===== src/rtl/iseq_pkg.sv =====
// Shared opcode constants and loader state encoding for the instruction-sequence path.
// Used by both the loader (write side) and the dispatcher (read side).
package iseq_pkg;

    localparam int ISEQ_OP_MSB = 31;
    localparam int ISEQ_OP_LSB = 28;

    localparam logic [3:0] ISEQ_OP_END = 4'hF;
    localparam logic [3:0] ISEQ_OP_NOP = 4'h0;

    typedef enum logic [2:0] {
        LD_LOAD      = 3'd0,
        LD_PAD       = 3'd1,
        LD_KICK      = 3'd2,
        LD_WAIT_ACC  = 3'd3,
        LD_WAIT_DONE = 3'd4
    } iseq_ld_state_e;

    function automatic logic [3:0] iseq_opcode(input logic [31:0] word);
        return word[ISEQ_OP_MSB:ISEQ_OP_LSB];
    endfunction

endpackage


===== src/rtl/iseq_loader.sv =====
// Write side of the instruction-sequence path: splits host words across instr0/instr1 FIFOs.
// Optional macro ISEQ_LOADER_STATS_EN adds the iseq_kick_cnt output.
module iseq_loader
    import iseq_pkg::*;
#(
    parameter int          CNT_WIDTH = 11,
    parameter logic [31:0] NOP_WORD  = {ISEQ_OP_NOP, 28'h000_0000}
) (
    input  logic                 clk,
    input  logic                 rst,
    input  logic                 host_valid,
    input  logic [31:0]          host_data,
    output logic                 host_ready,
    output logic                 instr0_fifo_wr,
    output logic [31:0]          instr0_fifo_data,
    input  logic                 instr0_fifo_full,
    output logic                 instr1_fifo_wr,
    output logic [31:0]          instr1_fifo_data,
    input  logic                 instr1_fifo_full,
    output logic                 process_iseq,
    input  logic                 dispatcher_busy,
    output logic                 loader_busy,
`ifdef ISEQ_LOADER_STATS_EN
    output logic [15:0]          iseq_kick_cnt,
`endif
    output logic [CNT_WIDTH-1:0] iseq_len
);

    iseq_ld_state_e         state_r;
    iseq_ld_state_e         state_next_s;
    logic                   sel_r;
    logic [CNT_WIDTH-1:0]   cnt_r;
    logic [CNT_WIDTH-1:0]   iseq_len_r;

    logic                   target_full_s;
    logic                   is_end_s;
    logic                   host_ready_s;
    logic                   load_word_s;
    logic                   end_kick_s;
    logic                   pad_wr_s;
    logic                   wr0_s;
    logic                   wr1_s;

    function automatic logic [CNT_WIDTH-1:0] sat_inc(input logic [CNT_WIDTH-1:0] v);
        return (&v) ? v : v + {{(CNT_WIDTH-1){1'b0}}, 1'b1};
    endfunction

    assign target_full_s = sel_r ? instr1_fifo_full : instr0_fifo_full;
    assign is_end_s      = (iseq_opcode(host_data) == ISEQ_OP_END);

    // Next-state, handshake and write-strobe decode
    always_comb begin
        state_next_s = state_r;
        host_ready_s = 1'b0;
        load_word_s  = 1'b0;
        end_kick_s   = 1'b0;
        pad_wr_s     = 1'b0;
        wr0_s        = 1'b0;
        wr1_s        = 1'b0;
        case (state_r)
            LD_LOAD: begin
                host_ready_s = ~target_full_s;
                if (host_valid && host_ready_s) begin
                    if (!is_end_s) begin
                        load_word_s = 1'b1;
                        wr0_s       = ~sel_r;
                        wr1_s       = sel_r;
                    end else if (cnt_r == {CNT_WIDTH{1'b0}}) begin
                        // Empty sequence: END is swallowed without starting the dispatcher
                        state_next_s = LD_LOAD;
                    end else if (sel_r) begin
                        state_next_s = LD_PAD;
                    end else begin
                        end_kick_s   = 1'b1;
                        state_next_s = LD_KICK;
                    end
                end else begin
                    state_next_s = LD_LOAD;
                end
            end
            LD_PAD: begin
                if (!instr1_fifo_full) begin
                    pad_wr_s     = 1'b1;
                    wr1_s        = 1'b1;
                    state_next_s = LD_KICK;
                end else begin
                    state_next_s = LD_PAD;
                end
            end
            LD_KICK: begin
                state_next_s = LD_WAIT_ACC;
            end
            LD_WAIT_ACC: begin
                if (dispatcher_busy) begin
                    state_next_s = LD_WAIT_DONE;
                end else begin
                    state_next_s = LD_WAIT_ACC;
                end
            end
            LD_WAIT_DONE: begin
                if (!dispatcher_busy) begin
                    state_next_s = LD_LOAD;
                end else begin
                    state_next_s = LD_WAIT_DONE;
                end
            end
            default: begin
                state_next_s = LD_LOAD;
            end
        endcase
    end

    // State, slot select, word counter and reported length
    always_ff @(posedge clk) begin
        if (rst) begin
            state_r    <= LD_LOAD;
            sel_r      <= 1'b0;
            cnt_r      <= {CNT_WIDTH{1'b0}};
            iseq_len_r <= {CNT_WIDTH{1'b0}};
        end else begin
            state_r <= state_next_s;
            if (load_word_s) begin
                sel_r <= ~sel_r;
                cnt_r <= sat_inc(cnt_r);
            end else if (state_r == LD_KICK) begin
                sel_r <= 1'b0;
                cnt_r <= {CNT_WIDTH{1'b0}};
            end
            if (end_kick_s) begin
                iseq_len_r <= cnt_r;
            end else if (pad_wr_s) begin
                iseq_len_r <= sat_inc(cnt_r);
            end
        end
    end

`ifdef ISEQ_LOADER_STATS_EN
    logic [15:0] kick_cnt_r;

    // Free-running count of dispatcher kicks, wraps naturally
    always_ff @(posedge clk) begin
        if (rst) begin
            kick_cnt_r <= 16'h0000;
        end else if (state_r == LD_KICK) begin
            kick_cnt_r <= kick_cnt_r + 16'h0001;
        end
    end

    assign iseq_kick_cnt = kick_cnt_r;
`endif

    // Host data goes straight to the targeted FIFO; instr1 carries the pad word in PAD
    assign host_ready       = host_ready_s;
    assign instr0_fifo_wr   = wr0_s;
    assign instr1_fifo_wr   = wr1_s;
    assign instr0_fifo_data = host_data;
    assign instr1_fifo_data = (state_r == LD_PAD) ? NOP_WORD : host_data;
    assign process_iseq     = (state_r == LD_KICK);
    assign loader_busy      = (state_r != LD_LOAD);
    assign iseq_len         = iseq_len_r;

endmodule


===== config.mk =====
export PLATFORM = sky130hd
export DESIGN_NAME = iseq_loader
export DESIGN_NICKNAME = d
export VERILOG_FILES = /design/src/rtl/iseq_pkg.sv /design/src/rtl/iseq_loader.sv
export SDC_FILE = /design/constraint.sdc
export NUM_CORES = 1
export LEC_CHECK = 0
export BUFFER_PORTS_ARGS = -buffer_cell sky130_fd_sc_hd__buf_2
export CAP_MARGIN = 10
export CORE_MARGIN = 3
export CORE_UTILIZATION = 44
export DETAILED_ROUTE_END_ITERATION = 8
export GPL_TIMING_DRIVEN = 0
export HOLD_SLACK_MARGIN = 0.15
export PLACE_DENSITY_LB_ADDON = 0.2
export SLEW_MARGIN = 20
export SYNTH_ARGS = -nofsm -noshare
export SYNTH_HDL_FRONTEND = slang
export SYNTH_SLANG_ARGS = --single-unit
export TNS_END_PERCENT = 10

===== constraint.sdc =====
create_clock -name clk -period 2 [get_ports clk]
set_input_delay 0.2 -clock clk [delete_from_list [all_inputs] [get_ports clk]]
set_output_delay 0.2 -clock clk [all_outputs]
set_load 0.005 [all_outputs]

==> flow_summary.ini <==
[setup_path]
crit_chain = mux2i_4, nand4_1, buf_4, o41ai_2, buf_2
rrSetupSlack_ns = 0.19
crit_type = register to output port
regToRegEndpoint = iseq_len[5]$_SDFFE_PP0P_
worstPathRequired_ns = 1.80
r2r-start = cnt_r[1]$_SDFFE_PP0P_
critPathMaxFanout = 10
cp_slowest_stage_delay_ns = 0.41
start_kind = register
end_kind = output port
reg2regPathDepth = 5
worst_ep_arrival_time_ns = 1.66
slowest_stage = dfxtp_4

[clocking]
numCtsBuffers = 3
cts.path.max_buffers = 2
cts_max_level = 1
cts_tree = yes
cts.sinks = 26
root_buffer = clkbuf_8
clkTransAtPathRegs_ns = 0.10
clkLatencyLatePin_ns = 0.27

[timing]
rsz0062_at_grt = false
period_share = 0.9315
hold_viol = 0
setup_viol = 0
layout_min_cycle_time_ns = 1.863
relSlewSlack = 0.6564
maxSlewViolCount = 0
skew_ns = 0.01013
fmax_mhz = 536.7
worstMarginPinSlew_ns = 0.5155
finalSetupTns_ns = 0

[final_layout]
multi_input_area_sq_um = 1145
seq_area_sq_um = 528.0
n_antenna_cell = 0
n_fill_cell = 387
layout-drive-gt1-share = 0.5000
num-nets-final = 419
area_growth_pct = 38.00
post-route-util = 0.6575

[global_routing]
use_met3 = 0.03420
grt_max_degree = 15
use_met2 = 0.3376
grt_antenna_before_repair = 0
grt_pass1_vias = 1813
grtUsageMet1 = 0.2826
grt_pass1_wl_mm = 8.852
grtUsageTotal = 0.2053
busiest_layer = met2
gr-total-overflow = 0

[floorplanning]
die_h_microns = 73.45
row_count = 23
io_pins = 118
core-area_sq_um = 4202
die-area_sq_um = 5395
initial_core_util = 0.4765
die_w_microns = 73.45

[synthesis]
synth_edf_count = 0
synth_area_sq_um = 2002
synth_compound_area_frac = 0.1856
synth_top_family_by_area = simple AND/OR/NAND/NOR gates
synth_top_area_share = 0.2600
synthXorXnorAreaFrac = 0
ys_seq_elements = 26
syn_inst = 255
synth-simple-area-share = 0.3338
synth_commonest_cells = 34 x buf_4, 32 x nor2b_1, 26 x dfxtp_1
muxShareOfSynthArea = 0.02563
synth_seq_area_share = 0.2600
synthTopCellsByArea = dfxtp_1 26%, buf_4 13%, nor2b_1 10%
ys.flop_type = dfxtp_1
synth_warnings = 0
synthAdderAreaFrac = 0.01250
async_reset_ff_frac = 0
syn_nets = 295
yosysTopAreaCell = dfxtp_1
avgSynthCellArea_sq_um = 7.851
synth.most_common_cell = buf_4
synth_cell_types = 49

[route]
drtPass1Iterations = 4
ant_nets = 0
wirelength_mm = 5.807
drc = 0
vias = 2162
wire_per_inst_microns = 13.57
drt_iter0_drc = 117
via_per_inst = 5.051

[min_path]
hold_path_depth = 2
whs_endpoint = cnt_r[8]$_SDFFE_PP0P_
hold_start = rst
hold_class = input port to register

[pwr]
power.switching_w = 0.0003266
leakagePower_nw = 1.355
p_per_area_nw_per_um2 = 436.0
pwr-share-clk = 0.286
combPwrFrac = 0.268
swShare = 0.2711
worst_ir_drop_vdd_mv = 0.4993
power_frac_seq = 0.446
intPower_w = 0.0008781

[place]
hpwl_mm = 4.577
routabilityCongestion = 0.8739
io_buffers = 117

[run_status]
outcome = complete, no violations

[flow_run]
cap_violations = 0
==> state kept, by name, indices dropped and copies added, names as in the netlist <==
name      count
sel_r         1
cnt_r        11
state_r       3
iseq_len     11
==> routing by layer <==
layer	vias up	routed length [microns]
li1	1113	-
met1	962	2353
met2	83	2911
met3	4	504
met4	0	38
met5	-	0
==> layout by cell type (no fill, tap or decap), types with 3 or more instances in the layout <==
| master | Yosys | final |
|---|---|---|
| o21ai_0 | 9 | 9 |
| nand4_1 | 3 | 3 |
| nand3_1 | 15 | 15 |
| nand2_1 | 13 | 13 |
| nor2_1 | 17 | 16 |
| a21oi_1 | 23 | 23 |
| buf_2 | 6 | 122 |
| dfxtp_1 | 26 | 22 |
| clkbuf_2 | 1 | 4 |
| dfxtp_2 | 0 | 3 |
| buf_4 | 34 | 37 |
| and4_1 | 3 | 3 |
| nor2b_1 | 32 | 32 |
| a31oi_1 | 6 | 6 |
| clkbuf_1 | 6 | 3 |
| mux2i_1 | 4 | 3 |
| nor3_1 | 3 | 3 |
| a22oi_1 | 5 | 5 |
| clkbuf_8 | 0 | 4 |
| inv_1 | 8 | 8 |
==> what timing repair did <==
action | CTS | global route
hold endpoints to repair | 0 | 0
setup endpoints to repair | 2 | 33
pin swaps | 2 | 0
setup buffers | 1 | 1
hold buffers | 0 | 0
gates resized for setup | 4 | 13
==> logic make-up after synthesis <==
logic type	count (synthesis)
simple gates	108
flops	26
compound gates	57
fa+ha+maj	2
buf+inv	57
mux	5
==> worst max-delay path, delay by kind of cell, from the launching register on <==
kind / cells / cell delay [ns]
buffers and inverters: 2 / 0.38
muxes: 1 / 0.25
and+or+nand+nor: 1 / 0.12
DFF: 1 / 0.41
AOI/OAI and AO/OA: 1 / 0.24
==> metrics by stage <==
step | total power, W | setup slack, ns | hold slack (ns) | cell area (sq um) | cells
after floorplan | 0.0007112 | 0.4088 | 0.2766 | 2002 | 255
after global placement | 0.0008549 | 0.1692 | 0.4409 | 2650 | 422
after detailed placement | 0.0008602 | 0.1382 | 0.4437 | 2650 | 422
after CTS | 0.001209 | 0.03196 | 0.1542 | 2726 | 427
after global routing | 0.001270 | 0.03387 | 0.1666 | 2763 | 428
final | 0.001205 | 0.1369 | 0.1719 | 2763 | 428
==> layout make-up <==
| class | count | share of cell area |
|---|---|---|
| Multi-Input combinational cell | 172 | 0.4144 |
| Buffer | 49 | 0.1236 |
| Timing Repair Buffer | 119 | 0.2174 |
| Tap cell | 50 | 0.02264 |
| Sequential cell | 26 | 0.1911 |
| Clock buffer | 4 | 0.01993 |
| Inverter | 8 | 0.01087 |
==> power groups by stage <==
stage,logic (W),registers [W],clock network (W)
floorplan,0.000167,0.000545,0
global placement,0.000308,0.000547,0
detailed placement,0.000313,0.000547,0
CTS,0.000320,0.000536,0.000352
global route,0.000354,0.000539,0.000376
finish,0.000323,0.000538,0.000344
==> worst max path at each step <==
stage	start	to	depth (start not counted)
final	sel_r$_SDFFE_PP0P_	instr1_fifo_wr	5
after global routing	cnt_r[1]$_SDFFE_PP0P_	iseq_len[5]$_SDFFE_PP0P_	5
after detailed placement	sel_r$_SDFFE_PP0P_	instr1_fifo_wr	5
after floorplan	cnt_r[2]$_SDFFE_PP0P_	iseq_len[0]$_SDFFE_PP0P_	6
after CTS	state_r[0]$_SDFFE_PP0N_	instr1_fifo_data[19]	4
after global placement	sel_r$_SDFFE_PP0P_	instr1_fifo_wr	5
Note: power is estimated with default switching activity, not from simulation.
